`config.mk`:
```
export PLATFORM = sky130hd
export DESIGN_NAME = cskip_accum32
export DESIGN_NICKNAME = d
export VERILOG_FILES = /design/src/rtl/cskip_accum32_pkg.sv /design/src/rtl/cskip_add32.sv /design/src/rtl/cskip_accum32.sv
export SDC_FILE = /design/constraint.sdc
export NUM_CORES = 1
export LEC_CHECK = 0
export CORE_MARGIN = 2
export CORE_UTILIZATION = 50
export DETAILED_ROUTE_END_ITERATION = 8
export PLACE_DENSITY = 0.87
export SLEW_MARGIN = 30
export SYNTH_ARGS = -nofsm -noshare
export SYNTH_HDL_FRONTEND = slang
export SYNTH_SLANG_ARGS = --single-unit
```
`constraint.sdc`:
```
create_clock -name clk -period 18.4 [get_ports clk]
set_clock_uncertainty 0.1 [all_clocks]
set_input_delay 1.84 -clock clk [delete_from_list [all_inputs] [get_ports clk]]
set_output_delay 1.84 -clock clk [all_outputs]
set_load 0.02 [all_outputs]
```
`src/rtl/cskip_accum32_pkg.sv`:
```
// Shared widths and FSM encoding for the carry-skip frame accumulator.
package cskip_accum32_pkg;

    localparam int DATA_W        = 32;
    localparam int CNT_W_DEFAULT = 8;
    localparam int BLK_W         = 4;

    typedef enum logic [1:0] {
        IDLE  = 2'd0,
        ACCUM = 2'd1,
        HOLD  = 2'd2
    } state_t;

endpackage

```
`src/rtl/cskip_add32.sv`:
```
// Combinational 32-bit carry-skip adder built from 4-bit ripple blocks.
module cskip_add32
    import cskip_accum32_pkg::*;
(
    input  logic [DATA_W-1:0] a,
    input  logic [DATA_W-1:0] b,
    input  logic              cin,
    output logic [DATA_W-1:0] sum,
    output logic              cout
);

    localparam int NBLK = DATA_W / BLK_W;

    logic [NBLK:0]       blk_c;
    logic [DATA_W-1:0]   s;
    logic                rc;
    logic                prop;

    always_comb begin
        blk_c    = '0;
        s        = '0;
        rc       = 1'b0;
        prop     = 1'b0;
        blk_c[0] = cin;
        for (int blk = 0; blk < NBLK; blk++) begin
            rc   = blk_c[blk];
            prop = 1'b1;
            for (int k = 0; k < BLK_W; k++) begin
                s[blk*BLK_W+k] = a[blk*BLK_W+k] ^ b[blk*BLK_W+k] ^ rc;
                rc   = (a[blk*BLK_W+k] & b[blk*BLK_W+k]) |
                       ((a[blk*BLK_W+k] ^ b[blk*BLK_W+k]) & rc);
                prop = prop & (a[blk*BLK_W+k] ^ b[blk*BLK_W+k]);
            end
            // a fully propagating block passes its carry-in straight through
            blk_c[blk+1] = prop ? blk_c[blk] : rc;
        end
    end

    assign sum  = s;
    assign cout = blk_c[NBLK];

endmodule

```
`src/rtl/cskip_accum32.sv`:
```
// Framed streaming accumulator feeding a carry-skip adder; emits sum, sticky carry and beat count.
//
// state | meaning
// IDLE  | waiting for the first beat of a frame
// ACCUM | frame in progress, adding beats to the running total
// HOLD  | result presented on the output port until accepted
module cskip_accum32
    import cskip_accum32_pkg::*;
#(
    parameter int CNT_W = CNT_W_DEFAULT
) (
    input  logic              clk,
    input  logic              rst,
    input  logic              in_valid,
    output logic              in_ready,
    input  logic [DATA_W-1:0] in_data,
    input  logic              in_last,
    output logic              out_valid,
    input  logic              out_ready,
    output logic [DATA_W-1:0] out_sum,
    output logic              out_carry,
    output logic [CNT_W-1:0]  out_count
);

    state_t state, state_nxt;

    logic [DATA_W-1:0] acc;
    logic              sticky;
    logic [CNT_W-1:0]  count;

    logic              in_fire;
    logic              first_beat;
    logic [DATA_W-1:0] add_a;
    logic [DATA_W-1:0] add_sum;
    logic              add_cout;
    logic              sticky_nxt;
    logic [CNT_W-1:0]  count_nxt;

    always_ff @(posedge clk) begin
        if (rst) state <= IDLE;
        else     state <= state_nxt;
    end

    always_comb begin
        state_nxt = state;
        in_ready  = 1'b0;
        out_valid = 1'b0;
        case (state)
            IDLE: begin
                in_ready = 1'b1;
                if (in_valid) state_nxt = in_last ? HOLD : ACCUM;
            end
            ACCUM: begin
                in_ready = 1'b1;
                if (in_valid && in_last) state_nxt = HOLD;
            end
            HOLD: begin
                out_valid = 1'b1;
                if (out_ready) state_nxt = IDLE;
            end
            default: state_nxt = IDLE;
        endcase
    end

    assign in_fire    = in_valid & in_ready;
    assign first_beat = (state == IDLE);
    // the first beat of a frame starts from zero rather than the stale total
    assign add_a      = first_beat ? '0 : acc;

    cskip_add32 u_add (
        .a    (add_a),
        .b    (in_data),
        .cin  (1'b0),
        .sum  (add_sum),
        .cout (add_cout)
    );

    assign sticky_nxt = first_beat ? 1'b0 : (sticky | add_cout);

    always_comb begin
        count_nxt = count;
        if (first_beat)                  count_nxt = CNT_W'(1);
        else if (count != {CNT_W{1'b1}}) count_nxt = count + CNT_W'(1);
    end

    always_ff @(posedge clk) begin
        if (rst) begin
            acc       <= '0;
            sticky    <= 1'b0;
            count     <= '0;
            out_sum   <= '0;
            out_carry <= 1'b0;
            out_count <= '0;
        end else if (in_fire) begin
            acc    <= add_sum;
            sticky <= sticky_nxt;
            count  <= count_nxt;
            if (in_last) begin
                out_sum   <= add_sum;
                out_carry <= sticky_nxt;
                out_count <= count_nxt;
            end
        end
    end

endmodule
```
==> results.json, run 1 <==
{
  "ff2ff_path_depth": 51,
  "tritoncts.num_buffers": 9,
  "post_detailed_placement_half_perimeter_wirelength_um": 7698,
  "final_common_cell": "sky130_fd_sc_hd__nand2_1",
  "holdPathStages": 2,
  "postSynthCellCount": 524,
  "critPathMostFrequentCell": "sky130_fd_sc_hd__fa_1",
  "fillers": 696,
  "most-common-layout-cells": "sky130_fd_sc_hd__nand2_1, sky130_fd_sc_hd__dfxtp_1, sky130_fd_sc_hd__clkdlybuf4s50_1",
  "power.density_cell_area_nw_per_um2": 74.21,
  "detail_route.vias_per_cell": 5.516,
  "share_seq_of_total_power_pct": 47.7,
  "post_synth.cell_area_avg_um2": 8.751,
  "drt-pass1-iter-count": 5,
  "post_synth_edffs": 0,
  "synthesis.nets": 625,
  "multiInputGateArea_um2": 2765,
  "globalRoute.totalOverflow": 0,
  "max-cap-violations": 0,
  "area_of_the_mapped_netlist_um2": 4586,
  "grt_pass1_vias": 3866,
  "worstPathRequired_ns": 18.51,
  "rsz0062_at_grt": "false",
  "die_height_um": 99.77,
  "final_max_slew_viol_count": 0,
  "tightestPinTransition_ns": 0.8421,
  "cts_max_path_bufs": 2,
  "clkTransAtPathRegs_ns": 0.09,
  "p_sw_uw": 121.8,
  "post-cts-setup-buffers": 0,
  "timing.final.hold_violations": 0,
  "period_needed_ns": 16.96,
  "route.detailed.drc": 0,
  "synth-main-ff-cell": "sky130_fd_sc_hd__dfxtp_1",
  "grt_util_all_layers_pct": 22.78,
  "effective_utilization_at_floorplan_pct": 52.07,
  "finalNetCount": 688,
  "hp-class": "flip-flop to flip-flop",
  "final-setup-viol-count": 0,
  "slew_headroom_pct": 43.86,
  "ios": 80,
  "drive_above_1_share_pct": 5.743,
  "place.port_buffers": 79,
  "yosys_register_bits": 84,
  "worst_skew_pair_later_pin_latency_ns": 0.35,
  "clkSinkCount": 84,
  "synthArstFlopShare_pct": 0,
  "final_antenna_net_count": 0,
  "maxClockFrequency_mhz": 58.96,
  "switching_share_pct": 29.20,
  "critPathMaxFanout": 4,
  "synth.lib_cells_used.distinct": 42,
  "run_status": "completed",
  "antenna_cells_inserted": 0,
  "drt_first_iter_violations": 166,
  "grt_first_pass_wirelength_um": 18100,
  "crit_path_top_delay_cell": "sky130_fd_sc_hd__fa_1",
  "seq_area_frac_synth_pct": 36.67,
  "cts_hold_repair.buffers": 0,
  "criticalPathCategory": "input pin to flip-flop",
  "fp.coreArea_um2": 8806,
  "maximum_number_of_pins_on_one_net_before_global_route_repair": 85,
  "cts_resized": 0,
  "cts-htree-levels": 3,
  "num_vias": 3861,
  "chip_width_um": 99.77,
  "worst_path_largest_cell_delay_ns": 0.43,
  "layout.area.seq_um2": 1682,
  "total_leakage_power_nw": 2.276,
  "share_comb_of_total_power_pct": 19.9,
  "internal_power_uw": 295.4,
  "library_cell_used_as_clock_root_buffer": "sky130_fd_sc_hd__clkbuf_8",
  "timing.critical_path.to_type": "flip-flop",
  "critical_path.startpoint_type": "input pin",
  "antenna_found_initial": 0,
  "routed_wl_um": 10880,
  "synthToLayoutAreaGrowth_pct": 22.59,
  "area_enclosed_by_the_die_boundary_um2": 9953,
  "min_period_over_period_pct": 92.17,
  "worst_hold_margin_ns": 0.3546,
  "power.share.clock_pct": 32.5,
  "cts_tree": "built",
  "floorplan.rows": 34,
  "vdd_drop_max_mv": 0.03237,
  "drt-wirelength-per-cell_um": 15.55,
  "gp_congestion": 0.8427,
  "yosysWarnings": 0,
  "tns_ns": 0,
  "worst-endpoint-arrival_ns": 17.07
}
cells by family after synthesis:
group | after synthesis | synth area share, %
fa+ha+maj | 64 | 22.54
mux | 6 | 1.392
buf+inv | 36 | 3.083
flops | 84 | 36.67
xor+xnor | 3 | 0.5731
compound gates | 101 | 12.91
simple gates | 230 | 22.84
layout make-up:
class	instances	share of cell area (%)
clock buffer	11	2.515
clock inverter	5	1.068
inverter	4	0.2671
multi-input combinational	404	49.19
sequential	84	29.91
tap	108	2.404
timing repair buffer	84	14.65
cell usage after synthesis, drive strengths merged, types with 2 or more instances:
library cell	instances	area, um2
clkbuf	27	101.4
nand2	143	536.8
nand3	9	45.04
nor3	2	10.01
a211oi	6	50.05
nand4	10	77.57
mux2	3	33.78
and4	2	20.02
and2	34	212.7
or3	3	23.77
a21oi	76	384.1
xor2	2	17.52
o21ai	2	10.01
ha	33	412.9
mux2i	3	30.03
o21a	2	15.01
nor2b	2	12.51
nor2	21	78.83
buf	5	25.02
dfxtp	84	1682
a22oi	5	37.54
inv	4	15.01
a41oi	2	17.52
fa	31	620.6
final timing paths:
kind / from / to / slack, ns
worst min register to register: acc[16] / acc[16] / 0.35
worst max register to register: state[0] / sticky / 2.07
worst min-delay path: acc[16] / acc[16] / 0.35
worst max-delay path: in_data[0] / sticky / 1.44
power groups by stage:
stage	clock, mW	sequential (mW)	combinational, mW
final	0.135	0.199	0.0829
after global routing	0.145	0.200	0.0915
after CTS	0.136	0.199	0.0827
after detailed placement	0	0.203	0.0816
after global placement	0	0.203	0.0792
after floorplan	0	0.207	0.0438
worst max-delay path: cells and delay by family:
family / cells / cell delay (ns)
buf+inv: 2 / 0.50
mux: 2 / 0.51
simple gates: 6 / 0.58
fa+ha+maj: 32 / 12.41
compound gates: 8 / 1.25
metrics by stage:
stage	utilization [%]	cell area [um2]	setup WS [ns]	power, mW	instances
6_report	63.84	5622	1.441	0.4172	700
5_1_grt	63.84	5622	0.9336	0.4366	700
4_1_cts	63.84	5622	1.542	0.4171	700
3_5_place_dp	61.55	5420	1.172	0.2846	684
3_3_place_gp	61.55	5420	1.726	0.2817	684
2_1_floorplan	-	4586	2.545	0.2509	524
state kept, by name (all words and copies together), names as in the netlist:
register and cells:
acc 32, state 2, out_sum 32, count 8, out_count 8, sticky 1, out_carry 1
routing by layer:
layer,part of all wire [%],vias up,global-route usage [%]
li1,-,1850,-
met1,40,1832,28.54
met2,51,156,38.46
met3,5.5,23,4.006
met4,2.7,0,10.22
met5,0,-,0
Note: power is estimated with default switching activity, not from simulation.
==> run 2, diff against run 1 <==
Settings changed: CORE_MARGIN 2 to 3.
==> run 2 against run 1 <==
Net effect: die area up 4.0%; utilization is 0.18 points higher; cell count unchanged; maximum frequency grew 0.69%; global-route usage decreased by 0.64 points; largest cell class unchanged; largest power group unchanged.
==> results.json, run 2 (synthesis gave the netlist of run 1 again) <==
{
  "run_status": "completed",
  "library_cell_used_as_clock_root_buffer": "sky130_fd_sc_hd__clkbuf_8",
  "timing.rr.start": "state[0]",
  "critPathMostFrequentCell": "sky130_fd_sc_hd__fa_1",
  "drt-pass1-iter-count": 5,
  "drt_first_iter_violations": 275,
  "floorplan.rows": 34,
  "clkSinkCount": 84,
  "layout.area.seq_um2": 1682,
  "finalWorstSetupSlack_ns": 1.557,
  "drt-wirelength-per-cell_um": 15.70,
  "gp_congestion": 0.8911,
  "worstPathRequired_ns": 18.49,
  "worst_hold_margin_ns": 0.3518,
  "switching_share_pct": 27.77,
  "post_detailed_placement_half_perimeter_wirelength_um": 7828,
  "timing.final.hold_violations": 0,
  "layout_top_registers": "acc: 32 flops, out_sum: 32 flops",
  "ff2ff_path_depth": 51,
  "rsz0062_at_grt": "false",
  "tns_ns": 0,
  "endpoint_of_the_worst_hold_timing_path": "acc[22]",
  "power.share.clock_pct": 33.9,
  "final_max_slew_viol_count": 0,
  "critical_path.startpoint_type": "input pin",
  "tritoncts.num_buffers": 9,
  "min_period_over_period_pct": 91.54,
  "antenna_found_initial": 0,
  "global_route.usage.met1_pct": 27.14,
  "met2_track_utilization_from_global_routing_pct": 38.28,
  "place.port_buffers": 79,
  "detail_route.vias_per_cell": 5.584,
  "maxClockFrequency_mhz": 59.37,
  "post-cts-setup-buffers": 0,
  "period_needed_ns": 16.84,
  "final_antenna_net_count": 0,
  "routed_wl_um": 10990,
  "max-cap-violations": 0,
  "chip_width_um": 101.8,
  "num_vias": 3909,
  "groute.layer.met3.usage_pct": 3.237,
  "internal_power_uw": 308.8,
  "grt_util_all_layers_pct": 22.14,
  "preCtsSetupSlack_ns": 1.277,
  "share_seq_of_total_power_pct": 46.5,
  "holdPathStages": 2,
  "timing.critical_path.to_type": "flip-flop",
  "area_enclosed_by_the_die_boundary_um2": 10360,
  "die_height_um": 101.8,
  "final_common_cell": "sky130_fd_sc_hd__nand2_1",
  "gr-max-usage-layer": "met2",
  "cts_resized": 0,
  "power.density_cell_area_nw_per_um2": 75.83,
  "clkTransAtPathRegs_ns": 0.08,
  "synthToLayoutAreaGrowth_pct": 22.95,
  "total_leakage_power_nw": 2.283,
  "share_comb_of_total_power_pct": 19.6,
  "fp.coreArea_um2": 8806,
  "hp-class": "flip-flop to flip-flop",
  "r2r_end": "sticky",
  "cts-htree-levels": 3,
  "grt_pass1_vias": 3882,
  "cts_hold_repair.buffers": 0,
  "worst_skew_pair_later_pin_latency_ns": 0.35,
  "worst_path_largest_cell_delay_ns": 0.43,
  "tightestPinTransition_ns": 0.8651,
  "criticalPathCategory": "input pin to flip-flop",
  "vdd_drop_max_mv": 0.03681,
  "slew_headroom_pct": 42.33,
  "final-setup-viol-count": 0,
  "worst-endpoint-arrival_ns": 16.93,
  "cts_max_path_bufs": 2,
  "antenna_cells_inserted": 0,
  "grt_first_pass_wirelength_um": 18230,
  "globalRoute.totalOverflow": 0,
  "cts_tree": "built",
  "maximum_number_of_pins_on_one_net_before_global_route_repair": 85,
  "fillers": 710,
  "critPathMaxFanout": 4,
  "p_sw_uw": 118.7,
  "finalNetCount": 688,
  "rrSetupSlack_ns": 2.20,
  "multiInputGateArea_um2": 2765,
  "drive_above_1_share_pct": 5.574,
  "ios": 80,
  "crit_path_top_delay_cell": "sky130_fd_sc_hd__fa_1",
  "most-common-layout-cells": "sky130_fd_sc_hd__nand2_1, sky130_fd_sc_hd__dfxtp_1, sky130_fd_sc_hd__clkdlybuf4s50_1",
  "route.detailed.drc": 0,
  "worstHoldStart": "acc[22]",
  "effective_utilization_at_floorplan_pct": 52.07
}
-- run 2: changes by cell type in the layout (fill, tap and decap cells not counted), sizes merged --
| cell | previous run | this run |
|---|---|---|
| clkinv | 2 | 1 |
| clkbuf | 11 | 12 |
| inv | 5 | 4 |
| bufinv | 1 | 2 |
-- run 2: power groups by stage --
stage          Clock, mW  Combinational (mW)  Sequential, mW
4_1_cts            0.146              0.0834           0.199
3_3_place_gp           0              0.0794           0.203
2_1_floorplan          0              0.0438           0.207
6_report           0.145              0.0836           0.199
3_5_place_dp           0              0.0825           0.203
5_1_grt            0.154              0.0921           0.200
-- run 2: critical path, delay by kind of cell --
family / cells / cell delay [ns]
and+or+nand+nor: 6 / 0.51
AOI/OAI and AO/OA: 8 / 1.20
adders and majority gates: 32 / 12.40
buffers and inverters: 2 / 0.50
muxes: 2 / 0.49
-- run 2: worst max-delay path by stage --
stage	startpoint	end	slack, ns
final	in_data[0]	sticky	1.56
after global routing	in_data[0]	sticky	1.0
after floorplan	in_data[0]	sticky	2.55
after detailed placement	in_data[0]	sticky	1.28
after global placement	in_data[0]	out_carry	1.74
after CTS	in_data[0]	sticky	1.63
-- run 2: routing by layer --
layer	wire (um)	share of wire, %	vias to the layer above
met3	558	5.1	28
met4	342	3.1	0
li1	-	-	1853
met5	0	0	-
met1	4470	41	1896
met2	5616	51	132
-- run 2: metrics by stage --
step           total power [mW]  instances  cell area [um2]  util [%]
2_1_floorplan            0.2509        524             4586         -
3_3_place_gp             0.2819        684             5420     61.55
3_5_place_dp             0.2856        684             5420     61.55
4_1_cts                  0.4286        700             5638     64.02
5_1_grt                  0.4463        700             5638     64.02
6_report                 0.4275        700             5638     64.02
-- run 2: cell type report --
| class | count | share of cell area [%] |
|---|---|---|
| inverter | 4 | 0.2663 |
| tap | 108 | 2.397 |
| sequential | 84 | 29.83 |
| multi-input combinational | 404 | 49.05 |
| clock inverter | 4 | 1.287 |
| clock buffer | 12 | 2.574 |
| timing repair buffer | 84 | 14.60 |
